===== src/rtl/mem_access_unit_if.sv =====
// Request/acknowledge data-RAM bus between the MEM-stage access unit and data memory.
// Byte-lane strobes assume a 32-bit word (4 lanes).
interface mem_access_unit_if #(
    parameter int unsigned DATA_WIDTH = 32
);
    logic                    ram_en;
    logic [3:0]              ram_write_en;
    logic [DATA_WIDTH-1:0]   ram_addr;
    logic [DATA_WIDTH-1:0]   ram_write_data;
    logic [DATA_WIDTH-1:0]   ram_read_data;
    logic                    ram_ack;

    modport master (
        output ram_en, ram_write_en, ram_addr, ram_write_data,
        input  ram_read_data, ram_ack
    );

    modport slave (
        input  ram_en, ram_write_en, ram_addr, ram_write_data,
        output ram_read_data, ram_ack
    );
endinterface


===== src/rtl/mem_access_unit.sv =====
// MEM-stage data-memory access unit: drives the RAM bus, stalls the pipeline until
// a load/store completes, aligns/extends load data and flags misalignment and bus timeouts.
module mem_access_unit #(
    parameter int unsigned DATA_WIDTH     = 32,
    parameter int unsigned TIMEOUT_CYCLES = 64
) (
    input  logic                  clk,
    input  logic                  rst,
    input  logic                  flush,
    input  logic                  mem_read_flag,
    input  logic                  mem_write_flag,
    input  logic                  mem_sign_ext_flag,
    input  logic [3:0]            mem_sel,
    input  logic [DATA_WIDTH-1:0] mem_write_data,
    input  logic [DATA_WIDTH-1:0] result,
    input  logic                  reg_write_en,
    input  logic [4:0]            reg_write_addr,
    mem_access_unit_if.master     bus,
    output logic [DATA_WIDTH-1:0] result_out,
    output logic                  reg_write_en_out,
    output logic [4:0]            reg_write_addr_out,
    output logic                  stall_request,
    output logic                  adel_flag,
    output logic                  ades_flag,
    output logic [DATA_WIDTH-1:0] bad_vaddr,
    output logic                  bus_error_flag
);
    localparam int unsigned CNT_W = $clog2(TIMEOUT_CYCLES + 1);

    typedef enum logic [1:0] {IDLE, WAIT, DONE, DRAIN} state_t;

    state_t                state;
    logic [CNT_W-1:0]      cnt;
    logic [DATA_WIDTH-1:0] rd_buf;
    logic                  err_latch;
    logic [DATA_WIDTH-1:0] drain_addr;
    logic [DATA_WIDTH-1:0] drain_wdata;
    logic [3:0]            drain_be;

    logic                  access;
    logic                  is_byte;
    logic                  is_half;
    logic                  misalign;
    logic                  start;
    logic                  timeout;
    logic [3:0]            lane_sel;
    logic [3:0]            req_be;
    logic [DATA_WIDTH-1:0] req_addr;
    logic [DATA_WIDTH-1:0] req_wdata;
    logic [DATA_WIDTH-1:0] shifted;
    logic [DATA_WIDTH-1:0] load_data;

    // Request decode from the EX/MEM fields
    always_comb begin
        access    = mem_read_flag | mem_write_flag;
        is_byte   = (mem_sel == 4'b0001);
        is_half   = (mem_sel == 4'b0011);
        misalign  = (is_half & result[0]) | (!is_byte & !is_half & (result[1:0] != 2'b00));
        lane_sel  = is_byte ? 4'b0001 : (is_half ? 4'b0011 : 4'b1111);
        req_be    = mem_write_flag ? 4'(lane_sel << result[1:0]) : 4'b0000;
        req_addr  = {result[DATA_WIDTH-1:2], 2'b00};
        req_wdata = is_byte ? {4{mem_write_data[7:0]}} :
                    (is_half ? {2{mem_write_data[15:0]}} : mem_write_data);
        start     = (state == IDLE) & access & !misalign & !flush;
        timeout   = (cnt == CNT_W'(TIMEOUT_CYCLES - 1));
    end

    // Load alignment and extension from the read buffer
    always_comb begin
        shifted   = rd_buf >> {result[1:0], 3'b000};
        load_data = shifted;
        if (is_byte) begin
            load_data = {{(DATA_WIDTH-8){mem_sign_ext_flag & shifted[7]}}, shifted[7:0]};
        end else if (is_half) begin
            load_data = {{(DATA_WIDTH-16){mem_sign_ext_flag & shifted[15]}}, shifted[15:0]};
        end
    end

    always_ff @(posedge clk or posedge rst) begin
        if (rst) begin
            state       <= IDLE;
            cnt         <= '0;
            rd_buf      <= '0;
            err_latch   <= 1'b0;
            drain_addr  <= '0;
            drain_wdata <= '0;
            drain_be    <= '0;
        end else begin
            case (state)
                IDLE: begin
                    err_latch <= 1'b0;
                    if (start) begin
                        if (bus.ram_ack) begin
                            state <= DONE;
                            if (mem_read_flag) rd_buf <= bus.ram_read_data;
                        end else begin
                            state       <= WAIT;
                            cnt         <= CNT_W'(1);
                            drain_addr  <= req_addr;
                            drain_wdata <= req_wdata;
                            drain_be    <= req_be;
                        end
                    end
                end
                WAIT: begin
                    if (bus.ram_ack) begin
                        // A flushed access still completes on the bus, its data is dropped
                        state <= flush ? IDLE : DONE;
                        if (!flush && mem_read_flag) rd_buf <= bus.ram_read_data;
                    end else if (timeout) begin
                        state     <= flush ? IDLE : DONE;
                        err_latch <= !flush;
                    end else begin
                        state <= flush ? DRAIN : WAIT;
                        cnt   <= cnt + CNT_W'(1);
                    end
                end
                DONE: begin
                    state     <= IDLE;
                    err_latch <= 1'b0;
                end
                DRAIN: begin
                    if (bus.ram_ack || timeout) begin
                        state <= IDLE;
                    end else begin
                        cnt <= cnt + CNT_W'(1);
                    end
                end
                default: state <= IDLE;
            endcase
        end
    end

    // Bus and pipeline outputs decoded from state and current inputs
    always_comb begin
        bus.ram_en         = 1'b0;
        bus.ram_write_en   = 4'b0000;
        bus.ram_addr       = '0;
        bus.ram_write_data = '0;
        result_out         = result;
        reg_write_en_out   = reg_write_en;
        reg_write_addr_out = reg_write_addr;
        stall_request      = 1'b0;
        adel_flag          = 1'b0;
        ades_flag          = 1'b0;
        bad_vaddr          = '0;
        bus_error_flag     = 1'b0;
        if (rst) begin
            result_out         = '0;
            reg_write_en_out   = 1'b0;
            reg_write_addr_out = '0;
        end else begin
            case (state)
                IDLE: begin
                    if (flush) begin
                        reg_write_en_out = 1'b0;
                    end else if (access && misalign) begin
                        adel_flag        = mem_read_flag;
                        ades_flag        = mem_write_flag & !mem_read_flag;
                        bad_vaddr        = result;
                        reg_write_en_out = 1'b0;
                    end else if (access) begin
                        bus.ram_en         = 1'b1;
                        bus.ram_write_en   = req_be;
                        bus.ram_addr       = req_addr;
                        bus.ram_write_data = req_wdata;
                        stall_request      = 1'b1;
                        reg_write_en_out   = 1'b0;
                    end
                end
                WAIT: begin
                    bus.ram_en         = 1'b1;
                    bus.ram_write_en   = req_be;
                    bus.ram_addr       = req_addr;
                    bus.ram_write_data = req_wdata;
                    stall_request      = 1'b1;
                    reg_write_en_out   = 1'b0;
                end
                DONE: begin
                    if (flush) begin
                        reg_write_en_out = 1'b0;
                    end else if (err_latch) begin
                        bus_error_flag   = 1'b1;
                        result_out       = '0;
                        reg_write_en_out = 1'b0;
                        bad_vaddr        = result;
                    end else if (mem_read_flag) begin
                        result_out = load_data;
                    end
                end
                DRAIN: begin
                    bus.ram_en         = 1'b1;
                    bus.ram_write_en   = drain_be;
                    bus.ram_addr       = drain_addr;
                    bus.ram_write_data = drain_wdata;
                    if (access) begin
                        stall_request    = 1'b1;
                        reg_write_en_out = 1'b0;
                    end
                    if (flush) reg_write_en_out = 1'b0;
                end
                default: ;
            endcase
        end
    end
endmodule


===== src/flat_wrapper.sv =====
// flat-port wrapper written by rule: the top's interface ports become plain ports
module mem_access_unit_flat 
#(
    parameter int unsigned DATA_WIDTH     = 32,
    parameter int unsigned TIMEOUT_CYCLES = 64
)
  (clk, rst, flush, mem_read_flag, mem_write_flag, mem_sign_ext_flag, mem_sel, mem_write_data, result, reg_write_en, reg_write_addr, result_out, reg_write_en_out, reg_write_addr_out, stall_request, adel_flag, ades_flag, bad_vaddr, bus_error_flag, bus_ram_en, bus_ram_write_en, bus_ram_addr, bus_ram_write_data, bus_ram_read_data, bus_ram_ack);
  mem_access_unit_if #(.DATA_WIDTH(DATA_WIDTH)) bus_i ();
  input  logic clk;
  input  logic rst;
  input  logic flush;
  input  logic mem_read_flag;
  input  logic mem_write_flag;
  input  logic mem_sign_ext_flag;
  input  logic [3:0] mem_sel;
  input  logic [DATA_WIDTH-1:0] mem_write_data;
  input  logic [DATA_WIDTH-1:0] result;
  input  logic reg_write_en;
  input  logic [4:0] reg_write_addr;
  output logic [DATA_WIDTH-1:0] result_out;
  output logic reg_write_en_out;
  output logic [4:0] reg_write_addr_out;
  output logic stall_request;
  output logic adel_flag;
  output logic ades_flag;
  output logic [DATA_WIDTH-1:0] bad_vaddr;
  output logic bus_error_flag;
  output wire logic [$bits(bus_i.ram_en)-1:0] bus_ram_en;
  output wire logic [$bits(bus_i.ram_write_en)-1:0] bus_ram_write_en;
  output wire logic [$bits(bus_i.ram_addr)-1:0] bus_ram_addr;
  output wire logic [$bits(bus_i.ram_write_data)-1:0] bus_ram_write_data;
  input wire logic [$bits(bus_i.ram_read_data)-1:0] bus_ram_read_data;
  input wire logic [$bits(bus_i.ram_ack)-1:0] bus_ram_ack;
  assign bus_ram_en = bus_i.ram_en;
  assign bus_ram_write_en = bus_i.ram_write_en;
  assign bus_ram_addr = bus_i.ram_addr;
  assign bus_ram_write_data = bus_i.ram_write_data;
  assign bus_i.ram_read_data = bus_ram_read_data;
  assign bus_i.ram_ack = bus_ram_ack;
  mem_access_unit #(.DATA_WIDTH(DATA_WIDTH), .TIMEOUT_CYCLES(TIMEOUT_CYCLES)) u_core (.clk(clk), .rst(rst), .flush(flush), .mem_read_flag(mem_read_flag), .mem_write_flag(mem_write_flag), .mem_sign_ext_flag(mem_sign_ext_flag), .mem_sel(mem_sel), .mem_write_data(mem_write_data), .result(result), .reg_write_en(reg_write_en), .reg_write_addr(reg_write_addr), .bus(bus_i), .result_out(result_out), .reg_write_en_out(reg_write_en_out), .reg_write_addr_out(reg_write_addr_out), .stall_request(stall_request), .adel_flag(adel_flag), .ades_flag(ades_flag), .bad_vaddr(bad_vaddr), .bus_error_flag(bus_error_flag));
endmodule

===== config.mk =====
export PLATFORM = sky130hd
export DESIGN_NAME = mem_access_unit_flat
export DESIGN_NICKNAME = d
export VERILOG_FILES = /design/src/rtl/mem_access_unit_if.sv /design/src/rtl/mem_access_unit.sv /design/src/flat_wrapper.sv
export SDC_FILE = /design/constraint.sdc
export NUM_CORES = 1
export LEC_CHECK = 0
export CAP_MARGIN = 25
export CORE_ASPECT_RATIO = 0.8
export CORE_UTILIZATION = 49
export CTS_CLUSTER_DIAMETER = 100
export DETAILED_ROUTE_END_ITERATION = 12
export PLACE_DENSITY_LB_ADDON = 0.08
export SLEW_MARGIN = 15
export SYNTH_ARGS = -nofsm -noshare
export SYNTH_HDL_FRONTEND = slang
export SYNTH_SLANG_ARGS = --single-unit
export TNS_END_PERCENT = 1

===== constraint.sdc =====
create_clock -name clk -period 9.65 [get_ports clk]
set_clock_uncertainty 0.15 [all_clocks]
set_input_delay 0.965 -clock clk [delete_from_list [all_inputs] [get_ports clk]]
set_output_delay 0.965 -clock clk [all_outputs]
set_load 0.01 [all_outputs]

== Word level (Yosys, flattened, before mapping) ==
Cells that the tools add are included.

* Input bits: 113
* Flip-flop bits (word level): 108
* Word-level logic and storage cells: 143
* Output and inout port bits: 143

* Reductions and logical operators: 20
* Shifts and indexed selects: 2
* Bitwise logic cells: 12
* $add $sub $neg: 1
* Equality and inequality tests: 17
* Muxes and demuxes: 84

{| class="wikitable"
|+ Operators by type and width
! operator !! count
|-
| $mux W32 || 27
|-
| $pmux W32 S3 || 2
|-
| $pmux W32 S2 || 2
|-
| $mux W7 || 5
|-
| $shr A32 B5 Y32 || 1
|-
| $mux W4 || 7
|-
| $mux W1 || 26
|-
| $pmux W7 S3 || 1
|-
| $mux W2 || 7
|-
| $ne A2 B2 Y1 const B || 7
|-
| $pmux W4 S3 || 1
|-
| $reduce_and A6 Y1 || 2
|-
| $and A1 B1 Y1 || 9
|-
| $ne A2 B1 Y1 const B || 4
|-
| $pmux W2 S4 || 1
|-
| $add A7 B1 Y7 const B || 1
|-
| $eq A7 B6 Y1 const B || 1
|-
| $reduce_and A3 Y1 || 2
|-
| $reduce_bool A2 Y1 || 3
|-
| $logic_not A1 Y1 || 5
|-
| $mux W5 || 1
|-
| $eq A2 B2 Y1 const B || 2
|-
| $eq A4 B1 Y1 const B || 1
|-
| $eq A4 B2 Y1 const B || 1
|-
| other kinds (13) || 17
|}

== Depth between registers and ports, before layout ==
Gate-level depths: netlist (run 1).

* Word-level depth: 10
* Depth in mapped cells: 9
* Gate-level depth less buffers: 6

== Worst setup path before layout (run 1) ==
Ideal clock, no wire load.

* Path type: in2out
* Start point: input rst
* End point: output bus_ram_addr[10]
* Path buffers: 1
* Stages: 4
* Data required time: 8,535 ps
* Slack: 4,112 ps
* Arrival: 4,423 ps
* Path through: inv_1 -> nand2_1 -> clkbuf_1 -> nor2_1

* Longest elaborated chain between the ends: 1

{| class="wikitable"
|+ RTL lines
! item !! RTL line !! text
|-
| start, declared || flat_wrapper.sv:10 || <nowiki>input logic rst;</nowiki>
|-
| $mux W32 || mem_access_unit.sv:148 || <nowiki>if (rst) begin</nowiki>
|-
| end, declared || flat_wrapper.sv:30 || <nowiki>output wire logic [$bits(bus_i.ram_addr)-1:0] bus_ram_addr;</nowiki>
|}

Every way passes these cells.

== Worst setup path in the final report (run 1) ==
* Start point: input mem_sel[1]
* End point: output bus_ram_addr[2]

* Longest elaborated chain between the ends: 10
* Elaborated cells on any way between the ends: 13
* Classes of those cells: 2 x eq/ne; 4 x mux; 4 x bitwise; 3 x reduce/logical

{| class="wikitable"
|+ RTL lines
! item !! RTL line !! text
|-
| start, declared || flat_wrapper.sv:15 || <nowiki>input logic [3:0] mem_sel;</nowiki>
|-
| $eq A4 B1 Y1 or $eq A4 B2 Y1 (tied branches) || mem_access_unit.sv:56, mem_access_unit.sv:57 ||
|-
| $logic_not A1 Y1 || mem_access_unit.sv:58 || <nowiki>misalign = (is_half & result[0]) | (!is_byte & !is_half & (result[1:0] != 2'b00));</nowiki>
|-
| $and A1 B1 Y1 (2 in a row) || mem_access_unit.sv:58 ||
|-
| $or A1 B1 Y1 (*) || mem_access_unit.sv:58 ||
|-
| $logic_and A1 B1 Y1 (*) || mem_access_unit.sv:157 || <nowiki>end else if (access && misalign) begin</nowiki>
|-
| $mux W32 (*) || mem_access_unit.sv:157 ||
|-
| $mux W32 (*) || mem_access_unit.sv:155 || <nowiki>if (flush) begin</nowiki>
|-
| $pmux W32 S3 (*) || mem_access_unit.sv:153 || <nowiki>case (state)</nowiki>
|-
| $mux W32 (*) || mem_access_unit.sv:148 ||
|}

Every way passes the cells marked *; elsewhere a longest branch is shown, timed or not.

==> results.cfg, run 1 <==
[layout]
syn_to_final_growth_pct = 41.05
final_util_pct = 71.55
fin_area_um2 = 9832
regArea_um2 = 2703
fin_cells = 1210
antenna_cells = 0
multi_input_area_um2 = 3913
nFillCells = 1116
drive_gt1_share_pct = 8.544
fin_nets = 1139

[critical_path]
crit_arrival_ns = 4.78
cp-start-kind = input port
crit_buf_inv = 2
worstSetupEndpointType = output port
crit_required_ns = 8.54
crit_fanout = 46
crit_path_cell_trace = clkdlybuf4s50_1 > or4b_4 > a22oi_4 > a22o_2 > a22oi_1 > nor2_1 > clkdlybuf4s50_1
crit_type = in -> out
crit_family = compound AO/OA/AOI/OAI gates
cpMostUsedCell = clkdlybuf4s50_1
critPathMaxStageDelay_ns = 0.85
cp_slowest_cell = a22o_2

[power]
switchingPower_mw = 0.4742
internal_power_mw = 1.016
power_density_nw_per_um2 = 151.6
pwr-share-seq_pct = 44.8
sw_frac_of_total_pct = 31.82
clkPwrFrac_pct = 27.7
ir_drop_uv = 109.7
p_comb_share_pct = 27.4
total_leakage_power_nw = 4.229
total_power_mw = 1.490

[clocking]
postCtsHoldBufs = 0
cts_resized = 0
max-clock-path-buffers = 2
cts_buffers = 9
cts.sinks = 108
h-tree-depth = 3
cts_tree = done
clock-root-buffer = clkbuf_16
clkLatencyLatePin_ns = 0.35
cts_setup_buffers = 0
clk_pin_slew_ns = 0.07

[grt]
grtUsageTotal_pct = 31.95
antenna_found_initial = 0
grt_pass1_wl_mm = 35.75
grt-ovfl-total = 0
grt_pass1_vias = 6371
grt_max_degree = 86

[placement]
port_buffers = 253
globalplace.congestion = 0.9067
dp_cells = 1194
dp_slack_ns = 3.812
placed_area_um2 = 9497
dpl.hpwl_mm = 16.74

[timing]
tightest_slew_ns = 0.9915
setup_ws_ns = 3.760
slew_violations = 0
hold_ws_ns = 0.3291
finalHoldViolations = 0
setup_viol = 0
finalSetupTns_ns = 0
timing.final.crit_share_pct = 61.04
slew_headroom_pct = 33.90
min_period_ns = 5.890
max_freq_mhz = 169.8
grt_setup_unrepaired = false

[detailed_routing]
wirelength_mm = 23.47
wire_per_inst_um = 19.40
vias_per_cell = 5.789
route.detailed.drc = 0
route.vias.total = 7005
dr.pass1.iters = 6
drt_iter0_drc = 778
ant_nets = 0

[floorplanning]
die_h_um = 108.7
die-width_um = 135.4
initial_utilization_pct = 50.73
coreArea_um2 = 13740
fp.dieArea_um2 = 14710
row_count = 38
pin_count = 256

[synth]
syn_area_um2 = 6970
yosys_warnings = 0
synth_cell_types = 56
synth.top_cell.area_share_pct = 38.77
ys_async_sr_fraction_pct = 100.0
synth_edf_count = 0
synth_most_common_cell = nand2_1
yosys-top-cells-count = nand2_1 (187), dfrtp_1 (108), nor2_1 (89)
synth_area_leaders = dfrtp_1 (39%), nand2_1 (10%), a22oi_1 (6.4%), mux2_2 (6.1%), nor2_1 (4.8%)
yosys.area.top_type = dfrtp_1
syn_inst = 821
synthFlopType = dfrtp_1
ys_seq_area_share_pct = 38.77
post_synth.cell_area_avg_um2 = 8.490
yosys_register_bits = 108

[hold_path]
hold_class = reg -> reg

[run]
maxCapViolations = 0

[status]
status = finished clean
[cell usage in the layout, fill, tap and decap left out, types with 3 or more instances in the layout]
cell             count
clkdlybuf4s50_1    253
a2bb2oi_1           16
a221o_1             15
mux2i_1             33
o21a_1               3
a21oi_1             24
clkbuf_16            9
a22oi_1             59
or3_1                6
nor2b_1             13
mux2_4               4
nand2b_1             4
nor2_1              89
nor4_1               4
a211oi_1            10
o21ai_0             46
nor3_2               3
dfrtp_1            108
mux2_2              38
nand2_1            186
and2_1              34
inv_1                8
nand3_1              3
buf_4                8
nor3_1               4
[cell type report]
type                       instances  share of cell area (%)
clock buffer                       9                   2.291
clock inverter                     7                   1.120
inverter                           9                  0.3691
multi-input combinational        635                   39.79
sequential                       108                   27.49
tap                              180                   2.291
timing repair buffer             262                   26.65
[power groups by stage]
stage	Sequential [mW]	Clock (mW)	Combinational [mW]
finish	0.668	0.414	0.409
CTS	0.664	0.420	0.408
global route	0.679	0.438	0.449
detailed placement	0.671	0	0.404
global placement	0.669	0	0.396
floorplan	0.637	0	0.256
[layer usage]
metal | wire length [um] | vias to the layer above | GRT usage (%)
met4 | 302 | 0 | 6.822
met3 | 2006 | 20 | 6.602
met5 | 0 | - | 0
li1 | - | 3279 | -
met2 | 10420 | 349 | 47.44
met1 | 10740 | 3357 | 47.77
[tightest hold or removal path, stage by stage (launching register included)]
cell,delay [ns]
dfrtp_1,0.34
nand2_1,0.05
nand2_1,0.06
[kinds of logic (layout without fill, tap and decap cells)]
| group | count (synthesis) | in the layout | synth area share (%) |
|---|---|---|---|
| and+or+nand+nor | 362 | 362 | 23.35 |
| AOI/OAI and AO/OA | 193 | 193 | 19.96 |
| DFF | 108 | 108 | 38.77 |
| buffers and inverters | 79 | 287 | 5.493 |
| muxes | 76 | 76 | 12.06 |
| adders and majority gates | 1 | 1 | 0.1795 |
| other | 1 | 2 | 0.05380 |
| xor gates and xnor gates | 1 | 1 | 0.1257 |
[sequential cells by signal (all words and copies together) (netlist names)]
name,count
u_core.drain_addr,30
u_core.drain_be,4
u_core.cnt,7
u_core.drain_wdata,32
u_core.err_latch,1
u_core.rd_buf,32
u_core.state,2
[path summary, 6_finish.rpt]
path	endpoint	slack (ns)	startpoint	depth (start not counted)
min in group asynchronous	u_core.rd_buf[0]	0.87	rst	2
hold / removal	u_core.drain_addr[2]	0.33	u_core.drain_addr[2]	2
setup reg to reg	u_core.drain_wdata[13]	6.67	u_core.state[0]	4
hold reg to reg	u_core.drain_addr[2]	0.33	u_core.drain_addr[2]	2
max in group asynchronous	u_core.drain_be[1]	7.17	rst	3
setup / recovery	bus_ram_addr[2]	3.76	mem_sel[1]	7
No activity file was read; power rests on OpenSTA's default activity.
==> run 2, diff against run 1 <==
--- a/config.mk
+++ b/config.mk
@@ -7,7 +7,7 @@
 export LEC_CHECK = 0
 export CAP_MARGIN = 25
 export CORE_ASPECT_RATIO = 0.8
-export CORE_UTILIZATION = 49
+export CORE_UTILIZATION = 46
 export CTS_CLUSTER_DIAMETER = 100
 export DETAILED_ROUTE_END_ITERATION = 12
 export PLACE_DENSITY_LB_ADDON = 0.08
==> constraint.sdc (replaced) <==
create_clock -name clk -period 5.9 [get_ports clk]
set_clock_uncertainty 0.15 [all_clocks]
set_input_delay 0.59 -clock clk [delete_from_list [all_inputs] [get_ports clk]]
set_output_delay 0.59 -clock clk [all_outputs]
set_load 0.01 [all_outputs]
==> run 2 against run 1 <==
Sequential power up 63%. Critical endpoint is now bus_ram_addr[18]. Critical path type unchanged. Non-clock buffer count up 7. Register-to-register slack worse by 3.6 ns. Cell area up 0.19%. Wire length up 1.8%. Largest cell class unchanged. Die area up 6.4%. Via count up 0.23%. Largest power group unchanged. Utilization down 3.8 points. Clock power up 49%. Combinational power up 65%. First-iteration DRC count up 5.5%. Cell count up 0.91%.
==> results.cfg, run 2 (synthesized netlist as in run 1, its figures left out) <==
[floorplanning]
coreArea_um2 = 14540
row_count = 39
initial_utilization_pct = 47.93
fp.dieArea_um2 = 15650
pin_count = 256
die_h_um = 112.1
die-width_um = 139.6

[layout]
layout_common_cells = clkdlybuf4s50_1 (253), nand2_1 (186), dfrtp_1 (108)
final_util_pct = 67.74
drive_gt1_share_pct = 9.161
syn_to_final_growth_pct = 41.32
antenna_cells = 0
fin_area_um2 = 9851
fin_nets = 1146
fin_cells = 1221
final_common_cell = clkdlybuf4s50_1
biggestRegsByFlops = u_core.drain_wdata (32), u_core.rd_buf (32), u_core.drain_addr (30)

[timing]
finalSetupTns_ns = 0
timing.final.crit_share_pct = 78.92
grt_setup_unrepaired = false
hold_ws_ns = 0.3319
setup_ws_ns = 1.244
setup_viol = 0
min_period_ns = 4.656
slew_headroom_pct = 32.32
tightest_slew_ns = 1.015
slew_violations = 0
max_freq_mhz = 214.8
finalHoldViolations = 0

[grt]
grt-ovfl-total = 0
grt_pass1_wl_mm = 37.09
grtUsageTotal_pct = 30.77
antenna_found_initial = 0
grt_pass1_vias = 6305
grt_max_degree = 61

[clocking]
cts_buffers = 9
postCtsHoldBufs = 0
cts_tree = done
max-clock-path-buffers = 2
cts.sinks = 108
clock-root-buffer = clkbuf_16
h-tree-depth = 3
cts_resized = 0
cts_setup_buffers = 0
clkLatencyLatePin_ns = 0.36
clk_pin_slew_ns = 0.08

[detailed_routing]
topRoutingLayerUsed = met4
wirelength_mm = 23.88
route.detailed.drc = 0
drt_iter0_drc = 821
wl_met2_mm = 10.20
ant_nets = 0
wire_per_inst_um = 19.56
route.vias.total = 7021
dr.pass1.iters = 5
met3_length_mm = 1.692
vias_per_cell = 5.750
wl_met1_mm = 11.61

[critical_path]
cp-start-kind = input port
crit_required_ns = 5.16
cp_slowest_cell = or4b_4
crit_arrival_ns = 3.92
crit_path_cell_trace = clkdlybuf4s50_1 > buf_4 > or4b_4 > a22oi_4 > a22o_2 > buf_4 > a22oi_1 > nor2_1 > clkdlybuf4s50_1
reg2reg_depth = 4
critPathMaxStageDelay_ns = 0.64
worstSetupEndpointType = output port
crit_fanout = 26
crit_type = in -> out

[placement]
dp_cells = 1204
dpl.hpwl_mm = 17.37
dp_slack_ns = 1.227
placed_area_um2 = 9532
globalplace.congestion = 0.9074
port_buffers = 253

[power]
power_density_nw_per_um2 = 242.0
ir_drop_uv = 180.4
total_power_mw = 2.384
total_leakage_power_nw = 4.248

[hold_path]
hold_class = reg -> reg
hold_path_depth = 2

[run]
maxCapViolations = 0

[status]
status = finished clean
run 2: power breakdown:
part | leakage [nW] | switching, mW | internal, mW
sequential | 1.36 | 0.155 | 0.938
clock | 0.138 | 0.315 | 0.299
combinational | 2.75 | 0.327 | 0.349
total | 4.25 | 0.798 | 1.59
run 2: worst paths after layout:
path | to | slack (ns) | start
min in group asynchronous | u_core.rd_buf[16] | 0.73 | rst
hold reg to reg | u_core.drain_addr[6] | 0.33 | u_core.drain_addr[6]
max in group asynchronous | u_core.err_latch | 3.62 | rst
setup reg to reg | u_core.drain_wdata[2] | 3.08 | u_core.state[0]
hold / removal | u_core.drain_addr[6] | 0.33 | u_core.drain_addr[6]
setup / recovery | bus_ram_addr[18] | 1.24 | mem_sel[1]
run 2: final cells by class:
cell class / instances / area (um^2)
Clock inverter: 7 / 66.31
Timing Repair Buffer: 269 / 2685
Sequential cell: 108 / 2703
Inverter: 9 / 36.28
Tap cell: 184 / 230.2
Multi-Input combinational cell: 635 / 3905
Fill cell: 1195 / 4691
Clock buffer: 9 / 225.2
run 2: critical path: cells and delay by family:
family	cells	cell delay (ns)
compound gates	3	1.07
buf+inv	4	1.44
simple gates	2	0.79
run 2: layer usage:
| metal | track usage (%) | vias to the layer above |
|---|---|---|
| li1 | - | 3287 |
| met1 | 48.10 | 3387 |
| met2 | 43.15 | 316 |
| met3 | 5.247 | 31 |
| met4 | 8.645 | 0 |
| met5 | 0 | - |
==> run 3, diff against run 2 <==
==> constraint.sdc (replaced) <==
create_clock -name clk -period 4.6 [get_ports clk]
set_clock_uncertainty 0.15 [all_clocks]
set_input_delay 0.46 -clock clk [delete_from_list [all_inputs] [get_ports clk]]
set_output_delay 0.46 -clock clk [all_outputs]
set_load 0.01 [all_outputs]
==> run 3 against run 2 <==
Sequential share of layout area down 0.21 points. Combinational power is 29% higher. Critical path depth shrank 1. Via count is essentially flat. First-iteration DRC count shrank 3.7%. Wire length increased by 0.89%. Cell count rose by 0.25%. Register-to-register slack worse by 1.0 ns. Utilization is 0.52 points higher. Global-route usage rose by 0.19 points. Critical endpoint is now result_out[27].
==> results.cfg, run 3 (synthesized netlist as in run 1, its figures left out) <==
[floorplanning]
die_h_um = 112.1
row_count = 39
initial_utilization_pct = 47.93
die-width_um = 139.6
fp.dieArea_um2 = 15650
pin_count = 256
coreArea_um2 = 14540

[layout]
layout_common_cells = clkdlybuf4s50_1 (253), nand2_1 (186), dfrtp_1 (108)
antenna_cells = 0
drive_gt1_share_pct = 9.423
fin_cells = 1224
nFillCells = 1204
syn_to_final_growth_pct = 42.42
biggestRegsByFlops = u_core.drain_wdata (32), u_core.rd_buf (32), u_core.drain_addr (30)
fin_nets = 1149
final_common_cell = clkdlybuf4s50_1

[placement]
dpl.hpwl_mm = 17.44
dp_cells = 1206
dp_slack_ns = 0.5465
port_buffers = 253
globalplace.congestion = 0.8666

[clocking]
cts.sinks = 108
cts_buffers = 9
cts_resized = 0
clk_pin_slew_ns = 0.07
cts_tree = done
clkLatencyLatePin_ns = 0.35
postCtsHoldBufs = 0
clock-root-buffer = clkbuf_16
h-tree-depth = 3
cts_setup_buffers = 0
max-clock-path-buffers = 2

[timing]
timing.final.crit_share_pct = 89.58
slew_headroom_pct = 35.04
grt_setup_unrepaired = false
min_period_ns = 4.121
finalHoldViolations = 0
max_freq_mhz = 242.7
hold_ws_ns = 0.3306
setup_ws_ns = 0.4793
finalSetupTns_ns = 0
setup_viol = 0
tightest_slew_ns = 0.9744
slew_violations = 0

[power]
power_density_nw_per_um2 = 313.2
total_leakage_power_nw = 4.284
ir_drop_uv = 232.6
total_power_mw = 3.109

[critical_path]
crit_path_cell_trace = clkdlybuf4s50_1 > nor2b_1 > buf_4 > a22oi_1 > mux2_2 > nor3_2 > a221o_1 > clkdlybuf4s50_1
crit_fanout = 15
crit_required_ns = 3.99
cpMostUsedCell = clkdlybuf4s50_1
crit_arrival_ns = 3.51
cp-start-kind = input port
r2r_start = u_core.state[0]
crit_type = in -> out
critPathMaxStageDelay_ns = 0.77
crit_buf_inv = 3
cp_slowest_cell = nor3_2
worstSetupEndpointType = output port
worstSetupStartpoint = result[0]
crit_family = buffers and inverters

[detailed_routing]
route.detailed.drc = 0
drt_iter0_drc = 791
wirelength_mm = 24.10
vias_per_cell = 5.741
route.vias.total = 7027
ant_nets = 0
dr.pass1.iters = 5
wire_per_inst_um = 19.69

[hold_path]
min_from = u_core.drain_wdata[6]
hold_class = reg -> reg

[run]
maxCapViolations = 0

[grt]
grt_pass1_wl_mm = 37.35
antenna_found_initial = 0
grtUsageTotal_pct = 30.96
grt_max_degree = 86
grt_pass1_vias = 6420
grt-ovfl-total = 0

[status]
status = finished clean
-- run 3: cell count changes in the layout (fill, tap and decap cells not counted), sizes merged --
cell | previous run | this run
bufinv | 0 | 1
buf | 16 | 19
clkinvlp | 2 | 0
clkinv | 0 | 4
inv | 14 | 11
-- run 3: worst reg2reg max path, delay by kind of cell, from the launching register on --
| family | cells | cell delay (ns) |
|---|---|---|
| and+or+nand+nor | 3 | 1.07 |
| DFF | 1 | 0.68 |
| buffers and inverters | 1 | 0.38 |
| AOI/OAI and AO/OA | 1 | 0.12 |
-- run 3: through the flow --
stage	cell area [um^2]	utilization (%)
6_report	9927	68.27
5_1_grt	9927	68.27
4_1_cts	9879	67.94
3_5_place_dp	9559	65.74
3_3_place_gp	9559	65.74
2_1_floorplan	6974	-
-- run 3: final timing paths --
kind                                           to  slack (ns)  cells after the start
hold reg to reg             u_core.drain_wdata[6]        0.33                      2
hold / removal              u_core.drain_wdata[6]        0.33                      2
max in group asynchronous   u_core.drain_addr[29]        2.47                      4
setup / recovery                   result_out[27]        0.48                      8
setup reg to reg           u_core.drain_wdata[14]        2.04                      5
min in group asynchronous        u_core.rd_buf[2]        0.60                      3
-- run 3: power breakdown --
group          switching [mW]  leakage, nW  internal (mW)  total (mW)
sequential              0.202         1.36           1.20        1.41
combinational           0.422         2.77          0.450       0.872
clock                   0.394        0.156          0.438       0.832
total                    1.02         4.28           2.09        3.11
-- run 3: per-layer routing --
layer	GRT usage (%)	vias up	part of all wire, %	wire (um)
met1	46.63	3360	46	11160
met5	0	-	0	0
met2	44.42	325	43	10390
met4	10.04	0	2.5	598
li1	-	3300	-	-
met3	5.973	42	8.1	1949
-- run 3: cell type report --
class | count | area, um^2 | area share (%)
clock inverter | 7 | 95.09 | 0.9579
clock buffer | 9 | 225.2 | 2.269
timing repair buffer | 272 | 2733 | 27.53
inverter | 9 | 36.28 | 0.3655
tap | 184 | 230.2 | 2.319
sequential | 108 | 2703 | 27.22
multi-input combinational | 635 | 3905 | 39.34
